**src/rtl/rx_frame_decoder_pkg.sv**
```systemverilog
// Shared constants and types for the RX frame decoder: opcodes, framing and FSM encoding.
package rx_frame_decoder_pkg;

  localparam logic [7:0] OP_PHASE    = 8'h01;
  localparam logic [7:0] OP_CALIB    = 8'h02;
  localparam logic [7:0] OP_PING     = 8'h03;
  localparam logic [7:0] PING_XOR    = 8'hA5;
  localparam int         FRAME_BYTES = 4;

  typedef enum logic [1:0] {
    ST_COLLECT,
    ST_DISPATCH,
    ST_TX_ACK
  } state_t;

  typedef enum logic [1:0] {
    OPK_PHASE,
    OPK_CALIB,
    OPK_PING,
    OPK_BAD
  } op_kind_t;

  function automatic op_kind_t decode_op(input logic [7:0] op);
    case (op)
      OP_PHASE: decode_op = OPK_PHASE;
      OP_CALIB: decode_op = OPK_CALIB;
      OP_PING:  decode_op = OPK_PING;
      default:  decode_op = OPK_BAD;
    endcase
  endfunction

endpackage

```
**src/rtl/rx_frame_decoder.sv**
```systemverilog
// Pulls 4-byte command frames from an RX FIFO, latches the last complete frame,
// strobes phase/calibration enables, answers pings through the TX FIFO.
module rx_frame_decoder
  import rx_frame_decoder_pkg::*;
#(
  parameter int DATA_W         = 8,
  parameter int RX_FIFO_LOAD_W = 11,
  parameter int TX_FIFO_LOAD_W = 11,
  parameter int TIMEOUT_CYCLES = 1_000_000
) (
  input  logic                      clk,
  input  logic                      rst,
  input  logic [DATA_W-1:0]         rxfifo_data,
  input  logic                      rxfifo_valid,
  input  logic [RX_FIFO_LOAD_W-1:0] rxfifo_load,
  input  logic                      rxfifo_empty,
  output logic                      rxfifo_rd,
  input  logic                      txfifo_full,
  input  logic [TX_FIFO_LOAD_W-1:0] txfifo_load,
  output logic                      txfifo_wr,
  output logic [DATA_W-1:0]         txfifo_data,
  output logic [31:0]               latest_data,
  output logic                      phase_parse_en,
  output logic                      phase_calib_en,
  output logic                      read_error
);

  localparam int                TMO_W    = $clog2(TIMEOUT_CYCLES + 1);
  localparam logic [TMO_W-1:0]  TMO_LAST = TMO_W'(TIMEOUT_CYCLES - 1);
  localparam logic [1:0]        CNT_LAST = 2'(FRAME_BYTES - 1);

  state_t           state;
  logic [1:0]       byte_cnt;
  logic             outstanding;
  logic [TMO_W-1:0] tmo_cnt;
  logic [31:0]      assembly;

  logic     capture;
  logic     last_byte;
  logic     issue_rd;
  op_kind_t op_kind;

  logic unused_load;
  assign unused_load = ^{rxfifo_load, txfifo_load, 1'b0};

  assign capture   = rxfifo_valid;
  assign last_byte = capture && (state == ST_COLLECT) && (byte_cnt == CNT_LAST);
  assign op_kind   = decode_op(assembly[31:24]);

  // A returning byte frees the slot in the same cycle, so a new read can follow
  // immediately and sustain one byte every two cycles.
  assign issue_rd = (state == ST_COLLECT) && !last_byte && !rxfifo_empty &&
                    !rxfifo_rd && (!outstanding || capture);

  always_ff @(posedge clk) begin
    if (rst) begin
      state          <= ST_COLLECT;
      byte_cnt       <= '0;
      outstanding    <= 1'b0;
      tmo_cnt        <= '0;
      assembly       <= '0;
      latest_data    <= '0;
      rxfifo_rd      <= 1'b0;
      txfifo_wr      <= 1'b0;
      txfifo_data    <= '0;
      phase_parse_en <= 1'b0;
      phase_calib_en <= 1'b0;
      read_error     <= 1'b0;
    end else begin
      rxfifo_rd      <= issue_rd;
      txfifo_wr      <= 1'b0;
      phase_parse_en <= 1'b0;
      phase_calib_en <= 1'b0;

      if (issue_rd)
        outstanding <= 1'b1;
      else if (capture)
        outstanding <= 1'b0;

      if (capture)
        assembly <= {assembly[31-DATA_W:0], rxfifo_data};

      case (state)
        ST_COLLECT: begin
          if (capture) begin
            tmo_cnt <= '0;
            if (byte_cnt == CNT_LAST) begin
              byte_cnt <= '0;
              state    <= ST_DISPATCH;
            end else begin
              byte_cnt <= byte_cnt + 2'd1;
            end
          end else if (byte_cnt == '0) begin
            tmo_cnt <= '0;
          end else if (tmo_cnt == TMO_LAST) begin
            tmo_cnt    <= '0;
            byte_cnt   <= '0;
            read_error <= 1'b1;
          end else begin
            tmo_cnt <= tmo_cnt + TMO_W'(1);
          end
        end

        ST_DISPATCH: begin
          tmo_cnt     <= '0;
          latest_data <= assembly;
          if (capture && byte_cnt != CNT_LAST)
            byte_cnt <= byte_cnt + 2'd1;
          case (op_kind)
            OPK_PHASE: begin
              phase_parse_en <= 1'b1;
              state          <= ST_COLLECT;
            end
            OPK_CALIB: begin
              phase_calib_en <= 1'b1;
              state          <= ST_COLLECT;
            end
            OPK_PING: state <= ST_TX_ACK;
            default: begin
              read_error <= 1'b1;
              state      <= ST_COLLECT;
            end
          endcase
        end

        ST_TX_ACK: begin
          tmo_cnt <= '0;
          // A late byte from a read issued before the frame closed opens the next frame.
          if (capture && byte_cnt != CNT_LAST)
            byte_cnt <= byte_cnt + 2'd1;
          if (!txfifo_full) begin
            txfifo_wr   <= 1'b1;
            txfifo_data <= DATA_W'(latest_data[7:0] ^ PING_XOR);
            state       <= ST_COLLECT;
          end
        end

        default: state <= ST_COLLECT;
      endcase
    end
  end

endmodule

```
**config.mk**
```make
export PLATFORM = sky130hd
export DESIGN_NAME = rx_frame_decoder
export DESIGN_NICKNAME = d
export VERILOG_FILES = /design/src/rtl/rx_frame_decoder_pkg.sv /design/src/rtl/rx_frame_decoder.sv
export SDC_FILE = /design/constraint.sdc
export NUM_CORES = 1
export LEC_CHECK = 0
export CORE_ASPECT_RATIO = 0.8
export CORE_MARGIN = 3
export CORE_UTILIZATION = 30
export CTS_BUF_LIST = sky130_fd_sc_hd__clkbuf_8
export DETAILED_ROUTE_END_ITERATION = 8
export PLACE_DENSITY = 0.57
export SETUP_SLACK_MARGIN = 0.4
export SKIP_LAST_GASP = 1
export SYNTH_ARGS = -nofsm -noshare
export SYNTH_HDL_FRONTEND = slang
export SYNTH_SLANG_ARGS = --single-unit
export TNS_END_PERCENT = 100
```
**constraint.sdc**
```tcl
create_clock -name clk -period 2.58 [get_ports clk]
set_input_delay 0.516 -clock clk [delete_from_list [all_inputs] [get_ports clk]]
set_output_delay 0.516 -clock clk [all_outputs]
set_load 0.01 [all_outputs]
```
==> metrics.yaml, run 1 <==
r2r_setup_slack_ns: 0.55
rows: 37
wl_mm: 8.96
synth_area_mm2: 0.00402
antenna_left: 0
dieHeight_um: 110
wl_met1_mm: 4.53
core-area_mm2: 0.0130
cp_max_fo: 4
max_freq_mhz: 493
hold_path.class: "reg -> reg"
post-route-period-util_pct: 78.6
final_net_count: 506
gp_congestion: 0.726
rsz0062_at_grt: "false"
grt_start_max_net_pins: 39
crit_chain: "inv_2 > ha_2 > or4b_1 > or4_4 > nor3b_4 > nand3_1 > o31ai_1"
num_io_pins: 80
peakVddDrop_mv: 0.201
num_antenna_cells: 0
finalSetupTns_ns: 0
max-cap-violations: 0
grt_pass1_wl_mm: 14.6
skew_ns: 0.0132
dp_hpwl_mm: 6.24
ys_seq_area_share_pct: 50.8
synth_fp_nets: 454
tritoncts: "built"
hold_ws_ns: 0.461
post-cts-setup-buffer-count: 0
clk_pin_slew_ns: 0.10
grt_antenna_before_repair: 0
clockRootBuffer: "clkbuf_8"
async_flop_share_pct: 0
drt_pass1_iterations: 4
grt_pass1_vias: 2889
worstPathRequired_ns: 2.87
status: "finished, final reports clean"
die_area_mm2: 0.0148
highest_layer: "met4"
start_util_pct: 31.0
routedWlPerCell_um: 13.9
syn_avg_cell_area_um2: 9.78
drv_slew: 0
die_w_um: 135
cp_slowest_cell: "or4_4"
setup_viol: 0
finalCriticalPeriod_ns: 2.03
wl_met2_mm: 4.01
vias: 2925
io_buffers: 57
layout_common_cells: "dfxtp_1, nor2_1, mux2i_1, clkdlybuf4s50_1, nand2_1"
synth_cell_types: 41
power.leakage_nw: 1.79
synth_ff_type: "dfxtp_1"
drive_above_1_share_pct: 7.26
path_class: "reg -> reg"
critPathLaunchType: "flop"
vias_per_cell: 4.55
synth_edf_count: 0
cp_slowest_stage_delay_ns: 0.48
cts.sinks: 102
synthToLayoutAreaGrowth_pct: 23.1
synth-seq-cells: 102
grt.total_usage_pct: 12.6
final_common_cell: "dfxtp_1"
crit_path_end_kind: "flop"
power_density_mw_per_mm2: 570
maxSlewHeadroom_pct: 61.3
yosys_warnings: 0
synthCells: 411
overflow: 0
worst_pin_slew_ns: 0.581
critical_path_arrival_ns: 2.31
h-tree-depth: 3
clock_latency_ns: 0.37
hold_viol_final: 0
wl_met3_um: 303
clk_path_buf_depth: 2
cts_buffers: 9
drc: 0
drt-initial-drc-count: 128
## sequential cells by signal (all words and copies together), names as in the netlist
register	flops
latest_data	32
read_error	1
state	2
tmo_cnt	20
outstanding	1
phase_parse_en	1
txfifo_data	8
assembly	32
byte_cnt	2
txfifo_wr	1
phase_calib_en	1
rxfifo_rd	1
## kinds of logic (layout without fill, tap and decap cells)
family | Yosys count | in the layout | synth area share [%]
AND/OR/NAND/NOR | 166 | 166 | 20.2
flip-flops | 102 | 102 | 50.8
multiplexers | 66 | 66 | 16.4
buffers and inverters | 28 | 85 | 2.83
AO/OA/AOI/OAI | 26 | 26 | 3.96
XOR/XNOR | 15 | 15 | 3.27
adder cells (fa/ha/maj) | 8 | 8 | 2.49
## through the flow
step           worst slack [ns]  util [%]  area, µm²  cells  power (mW)
2_1_floorplan             0.641         -       4020    411        1.86
3_3_place_gp              0.352      36.7       4750    627        1.93
3_5_place_dp              0.277      36.7       4750    627        1.94
4_1_cts                   0.477      38.0       4930    643        2.86
5_1_grt                   0.415      38.2       4950    643        2.96
6_report                  0.552      38.2       4950    643        2.82
## Yosys cell counts, types with 2 or more instances
cell type | count | share of area, %
or4b_1 | 2 | 0.50
or3_1 | 2 | 0.31
nor3_2 | 2 | 0.50
inv_1 | 6 | 0.56
nand2b_1 | 3 | 0.47
a31oi_1 | 2 | 0.31
nor2b_1 | 6 | 0.93
clkbuf_1 | 17 | 1.6
o21ai_1 | 2 | 0.25
nand2_1 | 19 | 1.8
dfxtp_1 | 102 | 51
ha_1 | 8 | 2.5
and3_1 | 4 | 0.62
a21oi_1 | 12 | 1.5
nand4_1 | 3 | 0.47
nand3_1 | 10 | 1.2
xor2_1 | 8 | 1.7
nor2_1 | 93 | 8.7
mux2i_1 | 66 | 16
o21bai_1 | 2 | 0.37
and4_1 | 2 | 0.44
buf_2 | 4 | 0.50
nor3_1 | 5 | 0.62
nand4b_1 | 3 | 0.65
nor4b_1 | 2 | 0.44
a211oi_1 | 5 | 0.93
xnor2_1 | 7 | 1.5
## final timing paths
check | startpoint | to | depth (start not counted)
worst max-delay path | state[1] | state[1] | 7
worst min-delay path | txfifo_data[6] | txfifo_data[6] | 2
worst max register to register | state[1] | state[1] | 7
worst min register to register | txfifo_data[6] | txfifo_data[6] | 2
## metal layers
layer	vias up	global-route usage, %
met5	-	0
met4	0	3.88
met3	12	3.89
met2	35	19.7
met1	1385	16.7
li1	1493	-
## what timing repair did
action                     4_1_cts  5_1_grt
gates resized for setup          1        4
hold buffers                     0        0
setup endpoints to repair       14       10
## where the power goes
group	leakage [nW]	internal, mW	switching (mW)
Sequential	0.825	1.60	0.0261
Combinational	0.864	0.125	0.147
Clock	0.0969	0.357	0.563
## critical path, delay by kind of cell, from the launching register on
family,cells,cell delay [ns]
adder cells (fa/ha/maj),1,0.19
AO/OA/AOI/OAI,1,0.07
AND/OR/NAND/NOR,4,1.24
buffers and inverters,1,0.09
flip-flops,1,0.35
## cell type report
class	count	area [µm²]
fill	1316	8020
sequential	102	2040
multi-input combinational	281	1890
timing repair buffer	63	606
tap	175	219
clock buffer	9	124
clock inverter	7	47.5
inverter	6	22.5
Note: power is estimated with default switching activity, not from simulation.
==> run 2: changes to the inputs <==
Settings changed: PLACE_DENSITY 0.57 to 0.59.
Clock period 2.58 ns to 1.7 ns, I/O delays scaled along.
==> metrics.yaml, run 2 (same netlist as run 1, synthesis figures left out) <==
status: "finished, violations left"
violations: "negative setup slack"
antenna_left: 0
final_util_pct: 42.2
clk_path_buf_depth: 2
finalCriticalPeriod_ns: 1.98
worst_pin_slew_ns: 0.406
final_common_cell: "nor2_1"
p_total_mw: 4.71
setup_slack_ns: -0.278
multi_input_area_mm2: 0.00204
p_sw_share_pct: 25.7
synthToLayoutAreaGrowth_pct: 36.3
clockRootBuffer: "clkbuf_8"
combPwrFrac_pct: 13.8
overflow: 0
layout_common_cells: "nor2_1, mux2i_1, dfxtp_1, buf_2"
max_freq_mhz: 506
design_area_mm2: 0.00548
rsz0062_at_grt: "true"
tritoncts: "built"
routedWlPerCell_um: 14.7
skew_ns: 0.0137
post-route-period-util_pct: 116
p_seq_share_pct: 52.5
crit_path_start: "state[1]"
rows: 37
drive_above_1_share_pct: 36.2
num_antenna_cells: 0
r2r_setup_slack_ns: -0.28
dp_hpwl_mm: 6.23
cts.sinks: 102
grt_pass1_wl_mm: 15.6
wl_mm: 10.1
io_buffers: 57
path_class: "reg -> reg"
vias_per_cell: 4.55
die_area_mm2: 0.0148
critical_path_arrival_ns: 2.24
dieHeight_um: 110
internal-power_mw: 3.50
p_switching_mw: 1.21
place_area_mm2: 0.00498
num_io_pins: 80
rr_startpoint: "state[1]"
drt_pass1_iterations: 4
drc: 0
critPathLaunchType: "flop"
drv_slew: 0
vias: 3132
ff2ff_path_depth: 7
grt.total_usage_pct: 13.5
h-tree-depth: 3
setup_viol: 21
cp_max_fo: 3
clock_latency_ns: 0.38
core-area_mm2: 0.0130
worstPathRequired_ns: 1.96
gp_congestion: 0.775
crit_path_end_kind: "flop"
die_w_um: 135
critPathCapture: "read_error"
grt_pass1_vias: 3038
final_net_count: 553
hold_ws_ns: 0.435
power_density_mw_per_mm2: 860
fin_cells: 689
cts_buffers: 9
reg2reg_to: "read_error"
start_util_pct: 31.0
hold_path.class: "in -> reg"
clk_pin_slew_ns: 0.10
drt-initial-drc-count: 175
n_fill_cell: 1273
peakVddDrop_mv: 0.454
max-cap-violations: 0
largestRegisters: "assembly (32), latest_data (32), tmo_cnt (20)"
grt_antenna_before_repair: 0
power.leakage_nw: 2.22
hold_viol_final: 0
regArea_mm2: 0.00210
maxSlewHeadroom_pct: 72.9
grt_start_max_net_pins: 87
p_clk_share_pct: 33.7
dp_cells: 647
run 2: metal layers:
| metal | GRT usage, % | vias up | part of all wire (%) |
|---|---|---|---|
| met5 | 0 | - | 0 |
| met4 | 4.10 | 0 | 1.1 |
| met3 | 4.16 | 10 | 3.3 |
| met2 | 20.4 | 47 | 45 |
| met1 | 18.6 | 1488 | 51 |
| li1 | - | 1587 | - |
run 2: what timing repair did:
action,CTS,global route
endpoints found under the setup margin,112,82
buffers inserted,19,3
pin swaps,10,3
gates resized for setup,222,35
hold buffers,0,0
gates cloned,1,4
run 2: layout make-up:
cell class / count / area share (%)
Clock buffer: 10 / 2.51
Clock inverter: 5 / 1.07
Inverter: 6 / 0.457
Multi-Input combinational cell: 281 / 37.2
Sequential cell: 102 / 38.3
Tap cell: 175 / 4.00
Timing Repair Buffer: 110 / 16.4
run 2: critical path, stage by stage, from the launching register on:
cell and delay (ns):
dfxtp_2 0.35, inv_2 0.07, ha_4 0.13, or4b_1 0.44, or4_4 0.47, buf_6 0.15, nor3_4 0.18, a211oi_1 0.06
run 2: how the worst min path moves through the flow:
stage,startpoint,endpoint,cells after the start
after floorplan,byte_cnt[1],byte_cnt[1],2
after global placement,txfifo_data[1],txfifo_data[1],2
after detailed placement,txfifo_data[6],txfifo_data[6],2
after CTS,rxfifo_valid,rxfifo_rd,3
after global routing,rxfifo_valid,rxfifo_rd,3
final,rxfifo_valid,rxfifo_rd,3
run 2: power groups by stage:
| stage | combinational [mW] | sequential, mW | clock (mW) |
|---|---|---|---|
| 2_1_floorplan | 0.320 | 2.52 | 0 |
| 3_3_place_gp | 0.440 | 2.53 | 0 |
| 3_5_place_dp | 0.445 | 2.53 | 0 |
| 4_1_cts | 0.528 | 2.47 | 1.65 |
| 5_1_grt | 0.695 | 2.48 | 1.72 |
| 6_report | 0.650 | 2.47 | 1.59 |
run 2: stage by stage:
stage	setup WS, ns	TNS (ns)
after floorplan	-0.192	-0.704
after global placement	-0.256	-1.97
after detailed placement	-0.295	-2.40
after CTS	-0.215	-1.68
after global routing	-0.363	-5.37
final	-0.278	-3.04
==> run 3: changes to the inputs <==
Settings changed: SETUP_SLACK_MARGIN 0.4 to 0.3.
==> metrics.yaml, run 3 (same netlist as run 1, synthesis figures left out) <==
status: "finished, violations left"
violations: "negative setup slack"
critPathLaunchType: "flop"
holdBufCountCts: 0
finalCriticalPeriod_ns: 1.98
hold_path.class: "in -> reg"
max_freq_mhz: 505
skew_ns: 0.0173
cp_max_fo: 4
final_net_count: 556
dieHeight_um: 110
maxSlewHeadroom_pct: 61.8
clock_latency_ns: 0.37
worstHoldStart: "rst"
vias_per_cell: 4.59
vias: 3178
drt-initial-drc-count: 164
path_class: "reg -> reg"
worstPathRequired_ns: 1.94
drt_pass1_iterations: 4
rows: 37
drc: 0
drv_slew: 0
drive_above_1_share_pct: 26.8
max-cap-violations: 0
grt_start_max_net_pins: 71
ff2ff_path_depth: 11
synthToLayoutAreaGrowth_pct: 41.0
r2r_setup_slack_ns: -0.28
rsz0062_at_grt: "true"
hold_viol_final: 0
final_common_cell: "dfxtp_1"
clk_path_buf_depth: 2
crit_path_end_kind: "flop"
num_antenna_cells: 0
peakVddDrop_mv: 0.460
reg2reg_to: "byte_cnt[0]"
core-area_mm2: 0.0130
rr_startpoint: "state[1]"
power.leakage_nw: 2.28
layout_common_cells: "dfxtp_1, nor2_1, mux2i_1, buf_4, dlygate4sd2_1"
gp_congestion: 0.824
start_util_pct: 31.0
tritoncts: "built"
setup_slack_ns: -0.280
antenna_left: 0
fin_cells: 693
worst_pin_slew_ns: 0.573
num_io_pins: 80
clk_pin_slew_ns: 0.10
grt_pass1_vias: 3117
whs_path_depth: 3
routedWlPerCell_um: 14.2
grt_antenna_before_repair: 0
critical_path_arrival_ns: 2.22
post-route-period-util_pct: 116
h-tree-depth: 3
die_w_um: 135
setup_viol: 26
design_area_mm2: 0.00566
largestRegisters: "assembly (32), latest_data (32), tmo_cnt (20)"
wl_mm: 9.84
grt.total_usage_pct: 13.1
die_area_mm2: 0.0148
dp_cells: 657
place_area_mm2: 0.00504
io_buffers: 57
cts_buffers: 9
overflow: 0
cts.sinks: 102
clockRootBuffer: "clkbuf_8"
grt_pass1_wl_mm: 15.5
whs_endpoint: "txfifo_data[6]"
dp_hpwl_mm: 6.46
power_density_mw_per_mm2: 798
==> run 3: per-layer routing <==
| layer | share of wire (%) | track usage, % |
|---|---|---|
| met5 | 0 | 0 |
| met2 | 45 | 20.2 |
| met4 | 0.89 | 3.31 |
| met3 | 3.5 | 3.71 |
| met1 | 51 | 18.2 |
==> run 3: how the worst max path moves through the flow <==
stage	startpoint	end	slack (ns)	depth (start not counted)
final	state[1]	byte_cnt[0]	-0.28	11
after global routing	state[1]	state[1]	-0.34	7
after CTS	state[1]	state[1]	-0.20	7
after detailed placement	state[1]	state[1]	-0.19	7
after global placement	state[1]	read_error	-0.16	7
after floorplan	state[1]	state[1]	-0.19	8
==> run 3: report_power, final <==
group / switching [mW] / internal, mW / total [mW]
clock: 0.882 / 0.597 / 1.48
sequential: 0.0427 / 2.43 / 2.48
combinational: 0.284 / 0.284 / 0.567
total: 1.21 / 3.31 / 4.52
==> run 3: final cells by class <==
type	instances	area, µm²
clock inverters	6	51.3
clock buffers	10	138
inverters	6	27.5
flip-flops and latches	102	2060
repair buffers	113	1010
multi-input cells	281	2150
well taps	175	219
fillers	1250	7300
==> run 3: worst max-delay path: stages, from the launching register on <==
cell       delay [ns]
dfxtp_2          0.35
inv_2            0.05
buf_4            0.12
buf_4            0.12
buf_6            0.10
buf_6            0.11
ha_4             0.30
nor2b_4          0.16
o21ai_2          0.07
a2bb2oi_2        0.22
mux2i_1          0.11
nor2b_1          0.14
==> run 3: repair_timing <==
| action | CTS | global route |
|---|---|---|
| gates cloned | 1 | 1 |
| buffers inserted | 12 | 6 |
| pin swaps | 19 | 19 |
| resized for setup | 94 | 58 |
| endpoints found under the setup margin | 104 | 87 |
==> run 3: stage by stage <==
stage,utilization (%),hold WS [ns],total power [mW],setup WS [ns],TNS (ns)
after floorplan,-,0.462,2.84,-0.194,-0.706
after global placement,38.9,0.449,2.97,-0.158,-1.90
after detailed placement,38.9,0.453,2.97,-0.188,-2.27
after CTS,42.0,0.394,4.52,-0.203,-1.95
after global routing,43.7,0.450,4.71,-0.335,-6.61
final,43.7,0.430,4.52,-0.280,-4.63
